File: config.mk
export PLATFORM = sky130hd
export DESIGN_NAME = ripple_sum_accumulator
export DESIGN_NICKNAME = d
export VERILOG_FILES = /design/src/rtl/ripple_sum_accumulator.sv
export SDC_FILE = /design/constraint.sdc
export NUM_CORES = 1
export LEC_CHECK = 0
export CAP_MARGIN = 20
export CORE_MARGIN = 4
export CORE_UTILIZATION = 48
export DETAILED_ROUTE_END_ITERATION = 8
export PLACE_DENSITY = 0.78
export SETUP_SLACK_MARGIN = 0.2
export SKIP_LAST_GASP = 1
export SLEW_MARGIN = 20
export SYNTH_ARGS = -nofsm -noshare
export SYNTH_HDL_FRONTEND = slang
export SYNTH_SLANG_ARGS = --single-unit
File: constraint.sdc
create_clock -name clk -period 2.25 [get_ports clk]
set_input_delay 0.45 -clock clk [delete_from_list [all_inputs] [get_ports clk]]
set_output_delay 0.45 -clock clk [all_outputs]
set_load 0.01 [all_outputs]
File: src/rtl/ripple_sum_accumulator.sv
// Accumulates COUNT ripple-carry adder results {carry, sum} into one frame total.
// The total and a sticky overflow flag are presented on a valid/ready handshake.
module ripple_sum_accumulator #(
  parameter int WIDTH     = 4,
  parameter int ACC_WIDTH = 8,
  parameter int COUNT     = 16
) (
  input  logic                 clk,
  input  logic                 rst_n,
  input  logic                 start,
  input  logic                 clear,
  input  logic                 in_valid,
  output logic                 in_ready,
  input  logic [WIDTH-1:0]     in_sum,
  input  logic                 in_carry,
  output logic                 out_valid,
  input  logic                 out_ready,
  output logic [ACC_WIDTH-1:0] out_acc,
  output logic                 out_ovf,
  output logic                 busy
);

  localparam int CNT_W = $clog2(COUNT + 1);

  typedef enum logic [1:0] {
    IDLE  = 2'd0,
    ACCUM = 2'd1,
    DONE  = 2'd2
  } state_t;

  state_t               state_p0, state_nxt;
  logic [ACC_WIDTH-1:0] acc_p0, acc_nxt;
  logic                 ovf_p0, ovf_nxt;
  logic [CNT_W-1:0]     cnt_p0, cnt_nxt;
  logic [ACC_WIDTH:0]   sum_ext;

  // Bit ACC_WIDTH of the result is the carry out of the accumulator MSB.
  function automatic logic [ACC_WIDTH:0] acc_add(
    input logic [ACC_WIDTH-1:0] a,
    input logic                 c,
    input logic [WIDTH-1:0]     s
  );
    logic [ACC_WIDTH:0] v;
    v          = '0;
    v[WIDTH:0] = {c, s};
    return {1'b0, a} + v;
  endfunction

  always_comb begin
    state_nxt = state_p0;
    acc_nxt   = acc_p0;
    ovf_nxt   = ovf_p0;
    cnt_nxt   = cnt_p0;
    sum_ext   = acc_add(acc_p0, in_carry, in_sum);

    case (state_p0)
      IDLE: begin
        if (start) begin
          state_nxt = ACCUM;
          acc_nxt   = '0;
          ovf_nxt   = 1'b0;
          cnt_nxt   = '0;
        end
      end
      ACCUM: begin
        if (in_valid) begin
          acc_nxt = sum_ext[ACC_WIDTH-1:0];
          ovf_nxt = ovf_p0 | sum_ext[ACC_WIDTH];
          cnt_nxt = cnt_p0 + CNT_W'(1);
          if (cnt_p0 == CNT_W'(COUNT - 1)) state_nxt = DONE;
        end
      end
      DONE: begin
        if (out_ready) state_nxt = IDLE;
      end
      default: state_nxt = IDLE;
    endcase

    // Abort overrides every other transition, including the output handshake.
    if (clear) begin
      state_nxt = IDLE;
      acc_nxt   = '0;
      ovf_nxt   = 1'b0;
      cnt_nxt   = '0;
    end
  end

  // Stage p0: state, accumulator, overflow and beat count registers
  always_ff @(posedge clk or negedge rst_n) begin
    if (!rst_n) begin
      state_p0 <= IDLE;
      acc_p0   <= '0;
      ovf_p0   <= 1'b0;
      cnt_p0   <= '0;
    end else begin
      state_p0 <= state_nxt;
      acc_p0   <= acc_nxt;
      ovf_p0   <= ovf_nxt;
      cnt_p0   <= cnt_nxt;
    end
  end

  assign in_ready  = (state_p0 == ACCUM);
  assign out_valid = (state_p0 == DONE);
  assign busy      = (state_p0 != IDLE);
  assign out_acc   = acc_p0;
  assign out_ovf   = ovf_p0;

endmodule

==> run_results.csv, run 1 <==
group,metric,value,unit
logic_synthesis,synth_edf_count,0,
clocking,cts_sinks,16,
final_layout,final_nets,151,
logic_synthesis,syn-num-nets,122,
pwr,seqPwrFrac,51.8,%
drt,wire_per_inst,12.6,µm
setup_path,endpoint_kind,"primary output",
final_layout,syn2layout_area_growth,31.8,%
outcome,status,"finished clean",
placed_design,dpl_cell_area,1220,µm²
hold_path,hold_class,"in -> async",
final_layout,drive_above_1_share,10.8,%
setup_path,slowest_stage,"clkdlybuf4s50_1",
final_layout,multiInputGateArea,519,µm²
setup_path,worstPathCellList,"and2b_1 > clkdlybuf4s50_1",
sta,fmax,507,MHz
floorplan,core_area,1800,µm²
setup_path,r2r_setup_slack,0.49,ns
drt,vias_per_cell,5.39,
logic_synthesis,seq_area_frac_synth,42.2,%
logic_synthesis,synthAdderAreaFrac,11.3,%
global_route,grt_max_degree,17,
final_layout,final_common_cell,"clkdlybuf4s50_1",
logic_synthesis,synth.distinct_cells,27,
logic_synthesis,synth_compound_area_share,21.2,%
global_route,overflow,0,
floorplan,start_util,52.7,%
pwr,ir_drop,0.317,mV
sta,rsz0062_at_grt,"no",
floorplan,die_h,52.5,µm
clocking,cts_tree,"done",
pwr,p_int,0.426,mW
floorplan,row_count,15,
clocking,clockBufferDepth,2,
logic_synthesis,async_flop_share,100,%
final_layout,seq_area,402,µm²
placed_design,io_buffers,22,
pwr,sw_frac_of_total,28.0,%
logic_synthesis,yosys.area_share.simple,17.4,%
pwr,leakage,0.563,nW
final_layout,fillers,149,
setup_path,crit_type,"reg -> out",
clocking,cts-htree-levels,1,
logic_synthesis,synth_area,950,µm²
clocking,clk_pin_slew,0.10,ns
pwr,cellPowerDensity,473,nW/µm²
global_route,grtUsageTotal,15.4,%
setup_path,cp_max_fo,7,
logic_synthesis,synth_area_per_cell,9.22,µm²
logic_synthesis,synth_xor_area_share,2.77,%
setup_path,worstPathArrival,1.52,ns
global_route,grt_pass1_wl,3080,µm
sta,setup_viol,0,
drt,route.detailed.drc,0,
drt,dr.pass1.iters,4,
logic_synthesis,syn_inst,103,
placed_design,gp_routability_congestion,0.833,
setup_path,critical_path_required,1.80,ns
setup_path,startpoint_type,"register",
drt,antenna_left,0,
final_layout,fin_util,69.4,%
drt,drt-total-wl,1950,µm
placed_design,dp_hpwl,1430,µm
sta,finalMaxSlewViolations,0,
job,maxCapViolCount,0,
clocking,cts-root-buf,"clkbuf_4",
sta,finalCritPeriodShare,87.6,%
clocking,cts_inserted_buffers,3,
pwr,clkPwrFrac,26.2,%
logic_synthesis,ys_warn_count,0,
clocking,clk_latency,0.28,ns
logic_synthesis,ys.flop_type,"dfrtp_1",
floorplan,dieArea,2750,µm²
sta,relSlewSlack,79.0,%
sta,fin_skew,0.00661,ns
drt,vias,836,
final_layout,diodes,0,
setup_path,worstReg2RegEnd,"out_ovf",
final_layout,layout_common_cells,"22 x clkdlybuf4s50_1, 15 x nand2_1, 15 x dfrtp_1, 12 x o21ai_0",
global_route,antenna_found_initial,0,
pwr,combPwrFrac,22.0,%
sta,hold_violations,0,
sta,tightest_slew,0.307,ns
logic_synthesis,synth_top_family_by_area,"compound AO/OA/AOI/OAI gates",
floorplan,num_io_pins,23,
floorplan,die_w,52.5,µm
logic_synthesis,synth-seq-cells,16,
setup_path,rr_worst_depth,7,
drt,drt_iter0_drc,25,
logic_synthesis,synthMuxAreaShare,1.05,%
global_route,grt_pass1_vias,670,
setup_path,rr_startpoint,"out_acc[0]",
pwr,p_sw,0.166,mW
setup_path,slowest_delay,0.53,ns
sta,period_minus_slack,1.97,ns
final_layout,stdcell_area,1250,µm²
-- area by class of cell --
| type | instances | area share [%] |
|---|---|---|
| Sequential cell | 16 | 32.1 |
| Inverter | 5 | 1.50 |
| Clock buffer | 3 | 1.80 |
| Timing Repair Buffer | 27 | 20.6 |
| Multi-Input combinational cell | 79 | 41.5 |
| Tap cell | 25 | 2.50 |
-- registers in the layout (all words and copies together) (netlist names) --
signal    flops
cnt_p0        5
out_acc       8
state_p0      2
out_ovf       1
-- cell usage after synthesis, types with 2 or more instances --
library cell,count,area (µm²)
a211oi_1,3,22.5
a21o_1,2,15.0
a21oi_1,5,25.0
and3_1,2,12.5
dfrtp_1,16,400
ha_1,7,87.6
inv_1,5,18.8
nand2_1,15,56.3
nand3_1,7,35.0
nor2_1,5,18.8
nor3_1,2,10.0
o21ai_0,13,65.1
o31ai_1,4,30.0
or3_1,2,12.5
xnor2_1,3,26.3
-- worst max-delay path by stage --
stage | start | to | slack, ns | depth (start not counted)
floorplan | in_sum[0] | out_ovf | 0.44 | 7
global placement | in_sum[0] | out_ovf | -0.006 | 8
detailed placement | in_sum[0] | out_ovf | -0.04 | 8
CTS | in_sum[0] | out_ovf | 0.26 | 8
global route | in_sum[1] | out_acc[7] | 0.20 | 7
finish | state_p0[1] | out_valid | 0.28 | 2
-- layer usage --
| metal | track usage [%] | part of all wire (%) | routed length [µm] |
|---|---|---|---|
| met5 | 0 | 0 | 0 |
| met4 | 6.38 | 1.7 | 34 |
| met1 | 22.4 | 48 | 944 |
| met3 | 2.85 | 4.3 | 83 |
| met2 | 22.1 | 45 | 885 |
-- worst max-delay path: cells and delay by family (launching register included) --
| family | cells | cell delay (ns) |
|---|---|---|
| buffers and inverters | 1 | 0.53 |
| DFF | 1 | 0.52 |
| and+or+nand+nor | 1 | 0.19 |
-- metrics by stage --
step           hold WS, ns  total power, mW   TNS, ns  worst slack [ns]  std cells
2_1_floorplan        0.154            0.379         0             0.444        103
3_3_place_gp         0.482            0.438  -0.00607          -0.00607        152
3_5_place_dp         0.486            0.440   -0.0643           -0.0371        152
4_1_cts              0.485            0.593         0             0.258        155
5_1_grt              0.488            0.622         0             0.201        155
6_report             0.479            0.592         0             0.279        155
-- power by group through the flow --
stage          combinational, mW  clock [mW]  sequential [mW]
6_report                   0.130       0.155            0.307
2_1_floorplan             0.0670           0            0.312
5_1_grt                    0.145       0.168            0.309
3_3_place_gp               0.127           0            0.311
4_1_cts                    0.129       0.158            0.306
3_5_place_dp               0.128           0            0.312
-- cell families after synthesis --
group                      after synthesis
and+or+nand+nor                         36
AOI/OAI and AO/OA                       31
DFF                                     16
buffers and inverters                    8
adders and majority gates                8
xor gates and xnor gates                 3
muxes                                    1
-- repair_timing --
item / CTS / global route
resized for setup: 0 / 5
buffers inserted: 0 / 0
setup endpoints to repair: 0 / 5
endpoints found under the hold margin: 0 / 0
hold buffers: 0 / 0
Note: power is estimated with default switching activity, not from simulation.
==> inputs of run 2 (changes only) <==
- HOLD_SLACK_MARGIN: default -> 0.15
- REMOVE_ABC_BUFFERS: default -> 1
- SKIP_LAST_GASP: 1 -> default
==> run_results.csv, run 2 (synthesized netlist as in run 1, its figures left out) <==
group,metric,value,unit
drt,drt_iter0_drc,11,
clocking,clockBufferDepth,2,
final_layout,largest_reg_flops,8,
clocking,clk_pin_slew,0.10,ns
clocking,post_cts_buffers,0,
setup_path,rr_startpoint,"out_acc[0]",
setup_path,cp_max_fo,2,
setup_path,crit_type,"in -> reg",
drt,dr.pass1.iters,4,
final_layout,final_nets,150,
drt,vias,843,
clocking,cts-htree-levels,1,
pwr,leakage,0.566,nW
floorplan,num_io_pins,23,
final_layout,syn2layout_area_growth,32.1,%
sta,rsz0062_at_grt,"yes",
placed_design,dpl_cell_area,1210,µm²
drt,top_layer_used,"met4",
global_route,grt_pass1_vias,821,
drt,antenna_left,0,
global_route,grt_max_degree,17,
setup_path,rr_worst_depth,7,
sta,finalMaxSlewViolations,0,
final_layout,stdcell_area,1250,µm²
sta,tightest_slew,0.305,ns
sta,period_minus_slack,1.99,ns
setup_path,critical_path_required,2.44,ns
global_route,overflow,0,
final_layout,fillers,145,
clocking,cts_inserted_buffers,3,
setup_path,crit_path_end,"out_ovf",
clocking,clk_latency,0.29,ns
setup_path,endpoint_kind,"register",
hold_path,hold_class,"in -> async",
drt,wire_per_inst,13.2,µm
pwr,cellPowerDensity,500,nW/µm²
setup_path,startpoint_type,"primary input",
floorplan,start_util,52.7,%
sta,setup_viol,0,
drt,wl_met2,987,µm
floorplan,core_area,1800,µm²
floorplan,die_h,52.5,µm
placed_design,dp_hpwl,1590,µm
final_layout,fin_util,69.7,%
pwr,power,0.627,mW
final_layout,layout_common_cells,"22 x clkdlybuf4s50_1, 15 x nand2_1, 15 x dfrtp_1, 12 x o21ai_0",
drt,route.detailed.drc,0,
global_route,grtUsageTotal,17.4,%
sta,relSlewSlack,79.1,%
placed_design,io_buffers,22,
drt,drt-total-wl,2040,µm
job,maxCapViolCount,0,
sta,hold_violations,0,
floorplan,die_w,52.5,µm
sta,fin_skew,0.00747,ns
global_route,antenna_found_initial,0,
clocking,cts_tree,"done",
final_layout,diodes,0,
outcome,status,"finished clean",
placed_design,gp_routability_congestion,0.861,
drt,vias_per_cell,5.44,
setup_path,worstReg2RegEnd,"out_ovf",
sta,fmax,502,MHz
clocking,cts-root-buf,"clkbuf_4",
sta,finalCritPeriodShare,88.5,%
final_layout,final_common_cell,"clkdlybuf4s50_1",
floorplan,row_count,15,
floorplan,dieArea,2750,µm²
drt,wl_met3,133,µm
global_route,grt_pass1_wl,3550,µm
pwr,ir_drop,0.348,mV
final_layout,drive_above_1_share,10.0,%
clocking,cts_sinks,16,
setup_path,startpoint,"in_sum[0]",
setup_path,worstPathArrival,2.18,ns
setup_path,r2r_setup_slack,0.42,ns
drt,wl_met1,888,µm
[run 2: changes by cell type in the layout (fill, tap and decap cells not counted)]
cell,previous run,this run
buf_4,5,4
clkbuf_8,0,1
fa_1,0,1
fa_2,1,0
[run 2: per-stage QoR]
| stage | std cells | hold slack (ns) | setup TNS [ns] | setup WS [ns] |
|---|---|---|---|---|
| 3_3_place_gp | 151 | 0.478 | -0.0388 | -0.0354 |
| 3_5_place_dp | 151 | 0.484 | -0.241 | -0.0886 |
| 6_report | 155 | 0.469 | 0 | 0.259 |
| 5_1_grt | 155 | 0.498 | 0 | 0.193 |
| 2_1_floorplan | 100 | 0.154 | 0 | 0.444 |
| 4_1_cts | 155 | 0.475 | 0 | 0.220 |
[run 2: worst max-delay path, stage by stage]
cell             delay (ns)
clkdlybuf4s50_1        0.40
ha_1                   0.22
fa_1                   0.43
a21oi_2                0.17
o21ai_0                0.10
and3_1                 0.19
a31oi_1                0.16
nor2_1                 0.05
[run 2: area by class of cell]
cell class | count | area (µm²) | area share [%]
flip-flops and latches | 16 | 402 | 32.0
repair buffers | 26 | 250 | 19.9
inverters | 5 | 18.8 | 1.50
well taps | 25 | 31.3 | 2.49
clock buffers | 4 | 36.3 | 2.89
multi-input cells | 79 | 517 | 41.2
[run 2: worst min path at each step]
stage / start / end / cells past startpoint
after floorplan: rst_n / cnt_p0[0] / 0
after global routing: rst_n / out_acc[7] / 2
after detailed placement: cnt_p0[1] / cnt_p0[1] / 2
after CTS: rst_n / out_acc[4] / 2
after global placement: out_ovf / out_ovf / 2
final: rst_n / out_acc[4] / 2
[run 2: timing repair]
action,CTS,global route
setup endpoints to repair,0,6
resized for setup,0,4
hold buffers,0,0
[run 2: routing by layer]
metal,global-route usage (%),up-vias
li1,-,420
met1,19.9,397
met2,30.8,22
met3,3.42,4
met4,7.66,0
met5,0,-
[run 2: power by group]
group | switching, mW | internal [mW]
Sequential | 0.0102 | 0.297
Combinational | 0.0633 | 0.0663
Clock | 0.0919 | 0.0985
Total | 0.165 | 0.461
